File: src/rtl/flop_mult_pipe.sv
// flop_mult_pipe: three-stage pipelined small-float multiplier.
// The word layout is {sign, mant[MANT_W-1:0], exp[EXP_W-1:0]}.
// The value is (-1)^sign * mant/2^(MANT_W-1) * 2^exp, and exp is two's complement.
// Stage 1 multiplies. Stage 2 normalises on the leading one. Stage 3 range-checks and packs.
// All stages advance together on adv = !out_valid || out_ready.
module flop_mult_pipe #(
    parameter int MANT_W = 8,
    parameter int EXP_W  = 4
) (
    input  logic                      clk,
    input  logic                      reset,
    input  logic                      in_valid,
    output logic                      in_ready,
    input  logic [MANT_W+EXP_W:0]     one,
    input  logic [MANT_W+EXP_W:0]     other,
    output logic                      out_valid,
    input  logic                      out_ready,
    output logic [MANT_W+EXP_W:0]     result,
    output logic                      ovf,
    output logic                      unf
);

    localparam int W   = 1 + MANT_W + EXP_W;
    localparam int PW  = 2 * MANT_W;       // raw product width
    localparam int EW  = EXP_W + 2;        // internal exponent width, wide enough for lz adjust
    localparam int LZW = (PW > 1) ? $clog2(PW) : 1;

    // Representable exponent range of the output word, in internal width
    localparam logic [EW-1:0]    E_MAX     = EW'(2 ** (EXP_W - 1) - 1);
    localparam logic [EW-1:0]    E_MIN     = EW'(-(2 ** (EXP_W - 1)));
    localparam logic [EXP_W-1:0] EXP_FIELD_MAX = EXP_W'(2 ** (EXP_W - 1) - 1);

    // Operand field extraction
    logic              sign_a, sign_b;
    logic [MANT_W-1:0] mant_a, mant_b;
    logic [EXP_W-1:0]  exp_a, exp_b;

    assign sign_a = one[W-1];
    assign sign_b = other[W-1];
    assign mant_a = one[EXP_W +: MANT_W];
    assign mant_b = other[EXP_W +: MANT_W];
    assign exp_a  = one[EXP_W-1:0];
    assign exp_b  = other[EXP_W-1:0];

    // Single advance enable: a stalled output freezes the whole pipe
    logic adv;
    assign adv      = !out_valid || out_ready;
    assign in_ready = adv;

    // ---------------- Stage 1: multiply ----------------
    logic              s1_valid_reg;
    logic              s1_sign_reg;
    logic              s1_zero_reg;
    logic [PW-1:0]     s1_prod_reg;
    logic [EW-1:0]     s1_exp_reg;

    logic [PW-1:0]     prod_next;
    logic [EW-1:0]     exp_sum_next;

    // Full-width product and sign-extended exponent sum
    always_comb begin
        prod_next    = PW'(mant_a) * PW'(mant_b);
        exp_sum_next = {{2{exp_a[EXP_W-1]}}, exp_a} + {{2{exp_b[EXP_W-1]}}, exp_b};
    end

    // Stage 1 register: capture the product and the exponent sum on advance
    always_ff @(posedge clk) begin
        if (reset) begin
            s1_valid_reg <= 1'b0;
            s1_sign_reg  <= 1'b0;
            s1_zero_reg  <= 1'b0;
            s1_prod_reg  <= '0;
            s1_exp_reg   <= '0;
        end else if (adv) begin
            s1_valid_reg <= in_valid;
            s1_sign_reg  <= sign_a ^ sign_b;
            s1_zero_reg  <= (mant_a == '0) || (mant_b == '0);
            s1_prod_reg  <= prod_next;
            s1_exp_reg   <= exp_sum_next;
        end
    end

    // ---------------- Stage 2: normalise ----------------
    logic              s2_valid_reg;
    logic              s2_sign_reg;
    logic              s2_zero_reg;
    logic [MANT_W-1:0] s2_mant_reg;
    logic [EW-1:0]     s2_exp_reg;

    logic [LZW-1:0]    lz;
    logic [PW-1:0]     prod_shift;
    logic [MANT_W-1:0] mant_norm;
    logic [EW-1:0]     exp_norm;

    // Leading-zero count: scanning upward lets the highest set bit win.
    // A zero product leaves lz at 0, which is harmless because the zero flag overrides it.
    always_comb begin
        lz = '0;
        for (int i = 0; i < PW; i++) begin
            if (s1_prod_reg[i]) begin
                lz = LZW'(PW - 1 - i);
            end
        end
        prod_shift = s1_prod_reg << lz;
        mant_norm  = MANT_W'(prod_shift >> MANT_W);
        // The binary point sits after bit PW-2 of the product, hence the +1
        exp_norm   = s1_exp_reg + EW'(1) - EW'(lz);
    end

    // Stage 2 register: normalised mantissa (truncated) and adjusted exponent
    always_ff @(posedge clk) begin
        if (reset) begin
            s2_valid_reg <= 1'b0;
            s2_sign_reg  <= 1'b0;
            s2_zero_reg  <= 1'b0;
            s2_mant_reg  <= '0;
            s2_exp_reg   <= '0;
        end else if (adv) begin
            s2_valid_reg <= s1_valid_reg;
            s2_sign_reg  <= s1_sign_reg;
            s2_zero_reg  <= s1_zero_reg;
            s2_mant_reg  <= mant_norm;
            s2_exp_reg   <= exp_norm;
        end
    end

    // ---------------- Stage 3: range check and pack ----------------
    logic             out_valid_reg;
    logic [W-1:0]     result_reg;
    logic             ovf_reg;
    logic             unf_reg;

    logic [W-1:0]     result_next;
    logic             ovf_next;
    logic             unf_next;

    // Zero outranks the range checks, so zero operands never raise a flag
    always_comb begin
        result_next = {s2_sign_reg, s2_mant_reg, s2_exp_reg[EXP_W-1:0]};
        ovf_next    = 1'b0;
        unf_next    = 1'b0;
        if (s2_zero_reg) begin
            result_next = '0;
        end else if ($signed(s2_exp_reg) > $signed(E_MAX)) begin
            result_next = {s2_sign_reg, {MANT_W{1'b1}}, EXP_FIELD_MAX};
            ovf_next    = 1'b1;
        end else if ($signed(s2_exp_reg) < $signed(E_MIN)) begin
            result_next = '0;
            unf_next    = 1'b1;
        end
    end

    // Output register: holds its value while the consumer stalls
    always_ff @(posedge clk) begin
        if (reset) begin
            out_valid_reg <= 1'b0;
            result_reg    <= '0;
            ovf_reg       <= 1'b0;
            unf_reg       <= 1'b0;
        end else if (adv) begin
            out_valid_reg <= s2_valid_reg;
            result_reg    <= result_next;
            ovf_reg       <= ovf_next;
            unf_reg       <= unf_next;
        end
    end

    assign out_valid = out_valid_reg;
    assign result    = result_reg;
    assign ovf       = ovf_reg;
    assign unf       = unf_reg;

endmodule

File: config.mk
export PLATFORM = sky130hd
export DESIGN_NAME = flop_mult_pipe
export DESIGN_NICKNAME = d
export VERILOG_FILES = /design/src/rtl/flop_mult_pipe.sv
export SDC_FILE = /design/constraint.sdc
export NUM_CORES = 1
export LEC_CHECK = 0
export CAP_MARGIN = 20
export CORE_ASPECT_RATIO = 1.4
export CORE_MARGIN = 8
export CORE_UTILIZATION = 26
export CTS_BUF_LIST = sky130_fd_sc_hd__clkbuf_4 sky130_fd_sc_hd__clkbuf_8
export DETAILED_ROUTE_END_ITERATION = 7
export PLACE_DENSITY = 0.4
export SYNTH_ARGS = -nofsm -noshare
export SYNTH_HDL_FRONTEND = slang
export SYNTH_SLANG_ARGS = --single-unit
File: constraint.sdc
create_clock -name clk -period 10.2 [get_ports clk]
set_input_delay 1.53 -clock clk [delete_from_list [all_inputs] [get_ports clk]]
set_output_delay 1.53 -clock clk [all_outputs]
set_load 0.005 [all_outputs]
==> results.md <==
- Total GRT Usage: 11.30%
- Setup TNS: 0 ps
- WP buf/inv: 3
- Via count: 4,359
- EDFF count, synth: 0
- Crit path max fanout: 9
- Fill cells: 2,152
- CP endpoint kind: flop
- FF+latch count, synth: 57
- CP Cell Sequence: clkdlybuf4s50_1, and2_1, fa_1, fa_1, fa_1, inv_1, fa_1, inv_1, ha_1, a21oi_1, o21ai_0, a21oi_1, a21oi_1, or4b_2, o311ai_0
- Final routed DRC violation total: 0
- Worst setup endpoint: s1_prod_reg[14]
- Final Hold Vio Count: 0
- Mean area per synthesized cell: 8.131 µm²
- Detail Placement HPWL: 10.91 mm
- Top_reg_cell synth: dfxtp_1
- Largest net degree at the start of global routing: 62
- Die H: 182.9 µm
- Crit-path slowest cell: or4b_2
- Register area: 1141 µm²
- Clock Tree Root: clkbuf_8
- Die area: 24,720 µm²
- Slew Limit Fails: 0
- Cell Area, Synth: 5171 µm²
- Crit path launch: one[5]
- Cell Rows: 61
- Reg2Reg Launch Point: s1_prod_reg[4]
- Worst path arrival time: 6270 ps
- CP delay by family, top: adder cells
- Fmax: 165.8 MHz
- H-tree lvl count: 3
- GPL Wtd Cong: 0.8490
- CORE AREA: 19,690 µm²
- Total power draw: 1.463 mW
- DRT Pass-1 Iters: 4
- HP Class: reg2reg
- Vias per cell: 4.707
- CP Depth: 15
- Slack of the worst reg-to-reg path: 6950 ps
- Post-Syn Nets: 752
- I/O Buffers: 46
- Peak supply drop: 0.06799 mV
- Global-route wire length before repair: 22.65 mm
- Seq/Total Area, Yosys: 22.07%
- Gr ovfl total: 0
- Routed WL per cell: 14.80 µm
- Rel. slew slack: 47.50%
- Pwr/cell area: 241.3 nW/µm²
- Post-synth ARST share: 0%
- Number of diodes: 0
- Status: completed
- YS warnings: 0
- Nets: 785
- Clock tree sinks: 57
- Leak: 2.618 nW
- Antenna viol nets, final: 0
- Worst EP required: 10,440 ps
- Layout cells sized above 1: 5.045%
- Initial core utilization: 26.26%
- I/O Pins: 47
- Slew @ Worst Pin: 785.0 ps
- Vias in the first global route: 4,556
- Max reg flops: 16
- DRT iter0 DRCs: 158
- Crit share post-route: 59.14%
- Critical path class: in2reg
- Post-CTS Setup Inserts: 0
- Critical path launch point type: input pin
- RSZ-0062 raised after global routing: no
- Register-to-Register Path Depth: 10
- CP most frequent cell: fa_1
- Skew final: 10.29 ps
- Multi-input gate area: 3651 µm²
- Synthesis-to-finish area growth: 17.25%
- Worst-Skew Late Latency: 350 ps
- Die span in x: 135.2 µm
- MaxCap Viol Count: 0
- Post-cts sizing count: 0
- FF-to-FF End: s2_exp_reg[5]
- Antenna violations before repair: 0
- Total CTS buffers: 9
- Routed wire length: 13.70 mm
- CTS tree: yes
- Cells after Synth: 636
- Clk slew on worst S/H paths: 70 ps
- # hold bufs at CTS: 0
- Synth unique cells: 57
- Fin crit period: 6033 ps
- CP peak stage delay: 610 ps
- Setup violations, final: 0
- Longest Clk Path Bufs: 2
-- metrics by stage --
step / hold WS, ps / instance area (µm²) / util (%) / cells / setup WS (ps)
CTS: 451.3 / 6063 / 30.79 / 926 / 4197
floorplan: 428.7 / 5171 / - / 636 / 4764
global route: 470.4 / 6063 / 30.79 / 926 / 3897
finish: 449.4 / 6063 / 30.79 / 926 / 4167
detailed placement: 443.1 / 5844 / 29.68 / 910 / 3828
global placement: 435.8 / 5844 / 29.68 / 910 / 3875
-- routing by layer --
layer / wire (µm) / up-vias / GRT usage, %
li1: - / 2214 / -
met1: 5743 / 2046 / 12.04
met2: 7181 / 76 / 21.25
met3: 412 / 23 / 1.698
met4: 365 / 0 / 5.080
met5: 0 / - / 0
-- synthesized netlist by cell type (2+ instances only) --
| cell type | n | area, µm² |
|---|---|---|
| a211oi_1 | 16 | 120.1 |
| a21boi_0 | 2 | 15.01 |
| a21o_1 | 4 | 30.03 |
| a21oi_1 | 59 | 295.3 |
| a22oi_1 | 2 | 15.01 |
| a311oi_1 | 3 | 26.28 |
| a32oi_1 | 3 | 26.28 |
| and2_1 | 55 | 344.1 |
| and3_1 | 2 | 12.51 |
| buf_1 | 6 | 22.52 |
| buf_2 | 3 | 15.01 |
| buf_6 | 3 | 33.78 |
| clkbuf_1 | 15 | 56.30 |
| dfxtp_1 | 57 | 1141 |
| fa_1 | 38 | 760.7 |
| ha_1 | 48 | 600.6 |
| inv_1 | 67 | 251.5 |
| mux2i_1 | 16 | 160.2 |
| nand2_1 | 80 | 300.3 |
| nand2b_1 | 3 | 18.77 |
| nand3_1 | 10 | 50.05 |
| nor2_1 | 43 | 161.4 |
| nor2b_1 | 7 | 43.79 |
| nor3_1 | 14 | 70.07 |
| nor4_1 | 8 | 50.05 |
| o211ai_1 | 2 | 15.01 |
| o21a_1 | 4 | 30.03 |
| o21ai_0 | 23 | 115.1 |
| o221ai_1 | 2 | 17.52 |
| o31a_1 | 2 | 17.52 |
| or2_2 | 2 | 12.51 |
| or3_1 | 4 | 25.02 |
| xnor2_1 | 7 | 61.31 |
| xor2_1 | 3 | 26.28 |
-- final cells by class --
cell class	instances	area share, %
clock buffer	9	2.043
sequential	57	18.82
inverter	67	4.148
clock inverter	7	1.568
multi-input combinational	484	60.21
tap	252	5.200
timing repair buffer	50	8.007
-- worst min-delay path, cell delays in order (launching register included) --
cell	delay [ps]
dfxtp_1	310
nand2_1	50
a21oi_1	50
-- placed cells by master (no fill, tap or decap), types with 3 or more instances in the layout --
cell type         n
a211oi_1         16
a21o_1            4
a21oi_1          59
a311oi_1          3
a32oi_1           3
and2_1           55
buf_4             4
clkbuf_8          9
clkdlybuf4s50_1  45
dfxtp_1          57
fa_1             38
ha_1             48
inv_1            67
mux2i_1          16
nand2_1          80
nand2b_1          3
nand3_1          10
nor2_1           43
nor2b_1           6
nor3_1           14
nor4_1            8
o21a_1            4
o21ai_0          23
or3_1             4
xnor2_1           7
xor2_1            3
-- how the worst min path moves through the flow --
stage                        startpoint       endpoint  slack, ps  cells after the start
after floorplan           s2_exp_reg[0]  s2_exp_reg[0]        430                      2
after global placement    s2_exp_reg[2]  s2_exp_reg[2]        440                      2
after detailed placement  s2_exp_reg[2]  s2_exp_reg[2]        440                      2
after CTS                 s2_exp_reg[2]  s2_exp_reg[2]        450                      2
after global routing      s2_exp_reg[0]  s2_exp_reg[0]        470                      2
final                     s2_exp_reg[2]  s2_exp_reg[2]        450                      2
-- power breakdown --
group          switching (mW)  internal (mW)  leakage, nW
logic                   0.478          0.394         2.04
registers              0.0677          0.287        0.471
clock network          0.0989          0.137        0.109
total                   0.644          0.819         2.62
-- cell families after synthesis --
logic type,Yosys count,share of synthesized area (%)
flip-flops,57,22.07
AO/OA/AOI/OAI,136,16.62
buffers and inverters,95,7.476
XOR/XNOR,10,1.694
AND/OR/NAND/NOR,235,22.50
multiplexers,17,3.315
adder cells (fa/ha/maj),86,26.32
No activity file was read; power rests on OpenSTA's default activity.
